--- src/rtl/ex_forward_hazard_unit.sv ---
// EX-stage forwarding select and load-use hazard detection.
// Keeps its own copy of the EX/MEM/WB destination records, so it only needs
// ID-stage fields from the pipeline.
module ex_forward_hazard_unit #(
    parameter int unsigned NUM_REGS = 32,
    parameter int unsigned CNT_W    = 16
) (
    input  logic                        clk,
    input  logic                        rst_n,
    input  logic                        ID_Valid,
    input  logic [$clog2(NUM_REGS)-1:0] ID_Rs,
    input  logic [$clog2(NUM_REGS)-1:0] ID_Rt,
    input  logic                        ID_UseRs,
    input  logic                        ID_UseRt,
    input  logic                        ID_RegWrite,
    input  logic                        ID_MemRead,
    input  logic [$clog2(NUM_REGS)-1:0] ID_WriteReg,
    input  logic                        Flush,
    output logic                        ID_Stall,
    output logic [1:0]                  EX_Forwarding1,
    output logic [1:0]                  EX_Forwarding2,
    output logic [CNT_W-1:0]            StallCount
);

    localparam int unsigned RW = $clog2(NUM_REGS);

    localparam logic [1:0] FWD_RF  = 2'b00;
    localparam logic [1:0] FWD_WB  = 2'b01;
    localparam logic [1:0] FWD_MEM = 2'b10;

    // EX stage record
    logic [RW-1:0] ex_rs_q, ex_rs_d;
    logic [RW-1:0] ex_rt_q, ex_rt_d;
    logic [RW-1:0] ex_dst_q, ex_dst_d;
    logic          ex_use_rs_q, ex_use_rs_d;
    logic          ex_use_rt_q, ex_use_rt_d;
    logic          ex_reg_write_q, ex_reg_write_d;
    logic          ex_mem_read_q, ex_mem_read_d;

    // MEM stage record
    logic [RW-1:0] mem_dst_q;
    logic          mem_reg_write_q;
    logic          mem_mem_read_q;

    // WB stage record
    logic [RW-1:0] wb_dst_q;
    logic          wb_reg_write_q;

    logic [CNT_W-1:0] stall_count_q, stall_count_d;

    // Load-use hazard: the load in EX cannot supply its data until it reaches WB
    always_comb begin
        ID_Stall = 1'b0;
        if (ID_Valid && !Flush && ex_mem_read_q && ex_reg_write_q &&
            (ex_dst_q != '0)) begin
            if ((ID_UseRs && (ID_Rs == ex_dst_q)) ||
                (ID_UseRt && (ID_Rt == ex_dst_q))) begin
                ID_Stall = 1'b1;
            end
        end
    end

    // Next EX record: bubble on stall/flush, otherwise the ID fields gated by valid
    always_comb begin
        ex_rs_d        = '0;
        ex_rt_d        = '0;
        ex_dst_d       = '0;
        ex_use_rs_d    = 1'b0;
        ex_use_rt_d    = 1'b0;
        ex_reg_write_d = 1'b0;
        ex_mem_read_d  = 1'b0;
        if (ID_Valid && !ID_Stall && !Flush) begin
            ex_rs_d        = ID_Rs;
            ex_rt_d        = ID_Rt;
            ex_dst_d       = ID_WriteReg;
            ex_use_rs_d    = ID_UseRs;
            ex_use_rt_d    = ID_UseRt;
            ex_reg_write_d = ID_RegWrite;
            ex_mem_read_d  = ID_MemRead;
        end
    end

    // Saturating stall-cycle counter
    always_comb begin
        stall_count_d = stall_count_q;
        if (ID_Stall && (stall_count_q != {CNT_W{1'b1}})) begin
            stall_count_d = stall_count_q + CNT_W'(1);
        end
    end

    // Pipeline shadow registers advance every cycle
    always_ff @(posedge clk or negedge rst_n) begin
        if (!rst_n) begin
            ex_rs_q         <= '0;
            ex_rt_q         <= '0;
            ex_dst_q        <= '0;
            ex_use_rs_q     <= 1'b0;
            ex_use_rt_q     <= 1'b0;
            ex_reg_write_q  <= 1'b0;
            ex_mem_read_q   <= 1'b0;
            mem_dst_q       <= '0;
            mem_reg_write_q <= 1'b0;
            mem_mem_read_q  <= 1'b0;
            wb_dst_q        <= '0;
            wb_reg_write_q  <= 1'b0;
            stall_count_q   <= '0;
        end else begin
            ex_rs_q         <= ex_rs_d;
            ex_rt_q         <= ex_rt_d;
            ex_dst_q        <= ex_dst_d;
            ex_use_rs_q     <= ex_use_rs_d;
            ex_use_rt_q     <= ex_use_rt_d;
            ex_reg_write_q  <= ex_reg_write_d;
            ex_mem_read_q   <= ex_mem_read_d;
            mem_dst_q       <= ex_dst_q;
            mem_reg_write_q <= ex_reg_write_q;
            mem_mem_read_q  <= ex_mem_read_q;
            wb_dst_q        <= mem_dst_q;
            wb_reg_write_q  <= mem_reg_write_q;
            stall_count_q   <= stall_count_d;
        end
    end

    // Operand selects from registered state only; MEM is newer than WB,
    // and a load in MEM only holds its address so it is never a source
    always_comb begin
        EX_Forwarding1 = FWD_RF;
        EX_Forwarding2 = FWD_RF;
        if (ex_use_rs_q && (ex_rs_q != '0)) begin
            if (mem_reg_write_q && !mem_mem_read_q && (mem_dst_q == ex_rs_q)) begin
                EX_Forwarding1 = FWD_MEM;
            end else if (wb_reg_write_q && (wb_dst_q == ex_rs_q)) begin
                EX_Forwarding1 = FWD_WB;
            end
        end
        if (ex_use_rt_q && (ex_rt_q != '0)) begin
            if (mem_reg_write_q && !mem_mem_read_q && (mem_dst_q == ex_rt_q)) begin
                EX_Forwarding2 = FWD_MEM;
            end else if (wb_reg_write_q && (wb_dst_q == ex_rt_q)) begin
                EX_Forwarding2 = FWD_WB;
            end
        end
    end

    assign StallCount = stall_count_q;

endmodule

--- config.mk ---
export PLATFORM = sky130hd
export DESIGN_NAME = ex_forward_hazard_unit
export DESIGN_NICKNAME = d
export VERILOG_FILES = /design/src/rtl/ex_forward_hazard_unit.sv
export SDC_FILE = /design/constraint.sdc
export NUM_CORES = 1
export LEC_CHECK = 0
export CAP_MARGIN = 20
export CORE_AREA = 2 2 67 75
export CTS_CLUSTER_DIAMETER = 200
export DETAILED_ROUTE_END_ITERATION = 6
export DIE_AREA = 0 0 69 77
export HOLD_SLACK_MARGIN = 0.06
export PLACE_DENSITY = 0.76
export SYNTH_ARGS = -nofsm -noshare
export SYNTH_HDL_FRONTEND = slang
export SYNTH_SLANG_ARGS = --single-unit
--- constraint.sdc ---
create_clock -name clk -period 2.2 [get_ports clk]
set_clock_uncertainty 0.05 [all_clocks]
set_input_delay 0.44 -clock clk [delete_from_list [all_inputs] [get_ports clk]]
set_output_delay 0.44 -clock clk [all_outputs]
set_load 0.02 [all_outputs]
==> results_dict.tcl, run 1 <==
set metrics [dict create \
    wl_um 4370 \
    clock_tree.buffer_depth 2 \
    core_um2 4550 \
    drive_gt1_share_pct 28.2 \
    top_level_ports 44 \
    p_sw_w 0.000373 \
    post-route-period-util_pct 101 \
    place_congestion 0.811 \
    rows 26 \
    syn_area_um2 2210 \
    syn_nets 211 \
    report.final.slew_viol_count 0 \
    maxCapViolations 0 \
    io_buffers 43 \
    synth_most_common_cell "dfrtp_1" \
    overflow 0 \
    yosysWarnings 0 \
    viasPerCell 5.00 \
    clockPowerShare_pct 36.9 \
    crit_type "flop to output port" \
    pre_cts_ws_ps -479 \
    path_cells "buf_6 > xor2_1 > nor4_1 > nand3_1 > a211oi_1 > buf_2" \
    slew_headroom_pct 61.4 \
    cpPeakStageDelay_ps 440 \
    power.internal_w 0.00138 \
    grt_pass1_vias 1594 \
    clk-insertion-delay-late_ps 290 \
    initial_core_util_pct 48.5 \
    crit_fanout 3 \
    antennaDiodeCount 0 \
    htree_levels 2 \
    hp-class "primary input to asynchronous set/reset pin" \
    synth_edf_count 0 \
    cts.sinks 48 \
    synth_top_area_cell "dfrtp_1" \
    muxShareOfSynthArea_pct 1.02 \
    setup_viol 3 \
    power_leakage_nw 1.40 \
    track_usage_pct 17.5 \
    critPathSlowestCell "dfrtp_2" \
    ys_top_cells_by_area "dfrtp_1 (54%), xnor2_1 (11%), and2_2 (6.1%)" \
    power_density_nw_per_um2 575 \
    synth_top_family_by_area "simple AND/OR/NAND/NOR gates" \
    ff2ff_path_depth 7 \
    ys_seq_area_share_pct 54.4 \
    synth_cells 187 \
    grt_pass1_wl_um 7490 \
    fmax_mhz 450 \
    crit_path_end_kind "output port" \
    avgRoutedWirePerCell_um 13.9 \
    cp.depth 6 \
    clock-root-buffer "clkbuf_8" \
    synth-seq-cells 48 \
    synthAdderAreaFrac_pct 0.566 \
    syn_area_per_cell_um2 11.8 \
    synthXorXnorAreaFrac_pct 17.0 \
    clkTransAtPathRegs_ps 80 \
    ir_drop_mv 0.499 \
    synth-simple-area-share_pct 22.9 \
    hpwl_um 3140 \
    fp.dieH_um 77 \
    synth_top_area_share_pct 54.4 \
    dr.pass1.iters 4 \
    crit_path_start_kind "flop" \
    synth_cell_types 32 \
    cts_tree "done" \
    first_iter_violations 54 \
    fp.dieW_um 69 \
    antenna_found_initial 0 \
    worstMarginPinSlew_ps 580 \
    setup_ws_ps -24.2 \
    sw_frac_of_total_pct 21.3 \
    syn2layout_area_growth_pct 37.7 \
    crit_buf_inv 2 \
    layout_min_cycle_time_ps 2220 \
    async_flop_share_pct 100 \
    ys_top_cells_by_count "dfrtp_1 (48), xnor2_1 (29), and2_2 (18), nand3_1 (15), xor2_1 (14)" \
    rsz0062_at_grt "yes" \
    synthFlopType "dfrtp_1" \
    vias 1576 \
    violations "setup timing" \
    status "complete, but fails checks" \
    fin_nets 282 \
    cts_buffers 5 \
    timing.hold.ws_ps 176 \
    power_w 0.00175 \
    arrival_ps 1730 \
    critPathRequiredTime_ps 1710 \
    synth_compound_gate_area_share_pct 3.06 \
    pwr-share-seq_pct 52.9 \
    design.die.area_um2 5310 \
    grt_max_degree 49 \
    critPathTopFamily "flip-flops" \
    pwr-share-comb_pct 10.2 \
    drc 0 \
    hold_violations 0 \
    antenna_left 0 \
]
[logic make-up (layout without fill, tap and decap cells)]
| logic type | Yosys count | count (layout) |
|---|---|---|
| DFF | 48 | 48 |
| AOI/OAI and AO/OA | 7 | 7 |
| and+or+nand+nor | 82 | 82 |
| adders and majority gates | 1 | 1 |
| xor gates and xnor gates | 43 | 43 |
| muxes | 2 | 2 |
| buffers and inverters | 4 | 76 |
[power groups by stage]
stage | Combinational, W | Clock (W) | Sequential, W
after floorplan | 0.0000738 | 0 | 0.000939
after global placement | 0.000160 | 0 | 0.000940
after global routing | 0.000194 | 0.000701 | 0.000928
final | 0.000178 | 0.000646 | 0.000925
after CTS | 0.000170 | 0.000663 | 0.000924
after detailed placement | 0.000162 | 0 | 0.000941
[cell type report]
| class | count | area [µm²] |
|---|---|---|
| Timing Repair Buffer | 66 | 598 |
| Fill cell | 351 | 1510 |
| Tap cell | 56 | 70.1 |
| Clock buffer | 6 | 82.6 |
| Clock inverter | 2 | 38.8 |
| Inverter | 2 | 7.51 |
| Sequential cell | 48 | 1200 |
| Multi-Input combinational cell | 135 | 1040 |
[sequential cells by signal, summed over array words and instances, names as in the netlist, 5 cells and up]
name / count
StallCount: 16
ex_dst_q: 5
ex_rs_q: 5
ex_rt_q: 5
mem_dst_q: 5
wb_dst_q: 5
[cells in the final DEF (no fill, tap or decap), types with 6 or more instances in the layout]
cell type and instances:
xor2_1 14, buf_4 24, nand3_1 15, dfrtp_1 47, xnor2_1 28, nand4_1 11, nand2_1 7, and2_2 17
clkbuf_8 6, clkdlybuf4s50_1 33, nor2_1 6
[layer usage]
metal	global-route usage, %	share of wire [%]
met5	0	0
met4	7.06	1.3
met3	3.15	3.2
met2	28.4	51
met1	23.2	45
[metrics by stage]
step                instances  cell area (µm²)  utilization, %  TNS, ps
global route              315             3040            66.8     -215
global placement          302             2820            62.0     -965
CTS                       312             2970            65.2    -80.1
finish                    315             3040            66.8    -42.2
floorplan                 187             2210               -        0
detailed placement        302             2820            62.0    -1060
[worst paths after layout]
path	startpoint	endpoint	slack [ps]
max	ex_rt_q[1]	EX_Forwarding2[0]	-20
min in group clk	mem_reg_write_q	wb_reg_write_q	330
min reg2reg	mem_reg_write_q	wb_reg_write_q	330
max in group asynchronous	rst_n	ex_rt_q[1]	1510
max reg2reg	ex_dst_q[1]	ex_rs_q[0]	160
min	rst_n	ex_dst_q[2]	180
[timing repair]
| action | in CTS | in global routing |
|---|---|---|
| endpoints found under the setup margin | 5 | 5 |
| setup buffers | 2 | 4 |
| hold buffers | 0 | 0 |
| resized for setup | 33 | 14 |
| pin swaps | 3 | 15 |
[worst reg2reg max path: cells and delay by family (launching register included)]
kind	cells	cell delay, ps
AOI/OAI and AO/OA	2	490
and+or+nand+nor	2	760
DFF	1	390
buffers and inverters	3	300
Power figures use the tool's default switching activity.
==> run 2: changes to the inputs <==
ABC_AREA = 1   (was unset)
CORE_AREA = 2 2 72 81   (was 2 2 67 75)
DIE_AREA = 0 0 74 83   (was 0 0 69 77)
PLACE_DENSITY = 0.74   (was 0.76)
==> results_dict.tcl, run 2 <==
set metrics [dict create \
    crit_fanout 2 \
    cts_buffers 5 \
    vias 2279 \
    critPathRequiredTime_ps 1710 \
    syn_area_per_cell_um2 7.71 \
    worstMarginPinSlew_ps 585 \
    grt_pass1_wl_um 9520 \
    power_w 0.00162 \
    drive_gt1_share_pct 11.4 \
    synth_most_common_cell "nand2_1" \
    htree_levels 2 \
    antennaDiodeCount 0 \
    clkTransAtPathRegs_ps 90 \
    dr.pass1.iters 4 \
    r2r_end "StallCount[12]" \
    io_buffers 43 \
    path_cells "clkdlybuf4s50_1 > inv_1 > nand2_1 > nand2_1 > nor2_1 > nand3_1 > nand2_2 > nand2_2 > inv_1 > buf_4" \
    synth_compound_gate_area_share_pct 2.38 \
    yosysWarnings 0 \
    timing.hold.ws_ps 161 \
    antenna_left 0 \
    synth_top_area_cell "dfrtp_1" \
    arrival_ps 1620 \
    syn_nets 358 \
    r2r-start "StallCount[0]" \
    cts_tree "done" \
    fillers 466 \
    synth_edf_count 0 \
    ys_top_cells_by_count "nand2_1 (103), dfrtp_1 (48), nor2_1 (47), inv_1 (45), nand4_1 (23)" \
    synth_top_family_by_area "simple AND/OR/NAND/NOR gates" \
    rows 28 \
    setup_viol 0 \
    final_cell_mix "nand2_1 (103), dfrtp_1 (48), nor2_1 (46), inv_1 (45), clkdlybuf4s50_1 (33)" \
    r2r_slack_ps 400 \
    muxShareOfSynthArea_pct 0 \
    critPathTopFamily "buffers and inverters" \
    core_um2 5290 \
    top_level_ports 44 \
    report.final.slew_viol_count 0 \
    first_iter_violations 156 \
    place_congestion 0.872 \
    crit_type "primary input to output port" \
    track_usage_pct 19.6 \
    layout_min_cycle_time_ps 2110 \
    syn2layout_area_growth_pct 26.4 \
    clk-insertion-delay-late_ps 300 \
    synth-simple-area-share_pct 34.6 \
    synth_top_area_share_pct 46.7 \
    ys_top_cells_by_area "dfrtp_1 (47%), nand2_1 (15%), nor2_1 (6.9%)" \
    drc 0 \
    cpPeakStageDelay_ps 480 \
    fmax_mhz 475 \
    hold_violations 0 \
    crit_buf_inv 4 \
    fp.dieW_um 74 \
    cts.sinks 48 \
    clock-root-buffer "clkbuf_8" \
    fp.dieH_um 83 \
    design.die.area_um2 6140 \
    post-route-period-util_pct 95.7 \
    largest_reg_flops 16 \
    antenna_found_initial 0 \
    power_density_nw_per_um2 498 \
    clock_tree.buffer_depth 2 \
    hpwl_um 4070 \
    final_common_cell "nand2_1" \
    overflow 0 \
    maxCapViolations 0 \
    initial_core_util_pct 48.7 \
    avgRoutedWirePerCell_um 11.7 \
    async_flop_share_pct 100 \
    syn_area_um2 2570 \
    synthAdderAreaFrac_pct 0.486 \
    synth-seq-cells 48 \
    synthXorXnorAreaFrac_pct 7.15 \
    slew_headroom_pct 61.0 \
    synth_cell_types 27 \
    dpl_cell_area_um2 3160 \
    crit_path_start_kind "primary input" \
    tns_ps 0 \
    fin_nets 418 \
    final_util_pct 61.5 \
    crit_path_end_kind "output port" \
    ir_drop_mv 0.253 \
    grt_pass1_vias 2247 \
    wl_um 5480 \
    ff2ff_path_depth 9 \
    grt_max_degree 49 \
    synthFlopType "dfrtp_1" \
    ys_seq_area_share_pct 46.7 \
    hp-class "primary input to asynchronous set/reset pin" \
    final_area_um2 3250 \
    critPathSlowestCell "clkdlybuf4s50_1" \
    synth_cells 334 \
    viasPerCell 4.85 \
    power_leakage_nw 1.67 \
    status "completed" \
]
-- run 2: timing repair --
| item | 4_1_cts | 5_1_grt |
|---|---|---|
| setup endpoints to repair | 5 | 5 |
| buffers inserted | 0 | 1 |
| resized for setup | 11 | 16 |
| pin swaps | 0 | 2 |
| hold buffers | 0 | 0 |
-- run 2: metrics by stage --
step / cells / setup WS, ps
after floorplan: 334 / 401
after global placement: 461 / -350
after detailed placement: 461 / -413
after CTS: 469 / 8.25
after global routing: 470 / -13.5
final: 470 / 94.2
-- run 2: logic make-up after synthesis --
kind of cell | count (synthesis)
adders and majority gates | 1
buffers and inverters | 54
and+or+nand+nor | 200
AOI/OAI and AO/OA | 10
xor gates and xnor gates | 21
DFF | 48
-- run 2: layout make-up --
type | count | area, µm² | share of cell area [%]
Clock inverter | 3 | 23.8 | 0.730
Timing Repair Buffer | 58 | 526 | 16.1
Tap cell | 75 | 93.8 | 2.88
Multi-Input combinational cell | 232 | 1160 | 35.5
Sequential cell | 48 | 1200 | 36.9
Clock buffer | 5 | 68.8 | 2.11
Inverter | 49 | 185 | 5.69
-- run 2: how the worst max path moves through the flow --
stage,slack [ps],depth (start not counted),start,to
floorplan,400,4,mem_dst_q[1],EX_Forwarding1[0]
global placement,-350,10,ID_Rs[3],ID_Stall
detailed placement,-410,10,ID_Rs[3],ID_Stall
CTS,8,7,ex_rs_q[1],EX_Forwarding1[1]
global route,-10,10,ID_Rt[4],ID_Stall
finish,90,10,ID_Rs[1],ID_Stall
-- run 2: layer usage --
metal	global-route usage [%]	vias to the layer above	part of all wire, %
met4	7.60	0	1.6
met5	0	-	0
li1	-	1164	-
met1	25.7	1064	46
met3	3.16	6	3.3
met2	31.9	45	49
-- run 2: worst register-to-register path: stages, from the launching register on --
cell	delay, ps
dfrtp_1	440
ha_1	280
nand3_1	150
inv_2	70
nand2_2	80
clkinv_2	80
nand3_4	170
nand3_4	210
nand2_1	110
nand2_1	60
-- run 2: report_power, final --
group	switching (W)	leakage, nW	internal, W	total, W
sequential	0.0000211	0.654	0.000904	0.000925
combinational	0.0000846	0.971	0.0000848	0.000169
clock	0.000302	0.0404	0.000225	0.000527
total	0.000407	1.67	0.00121	0.00162
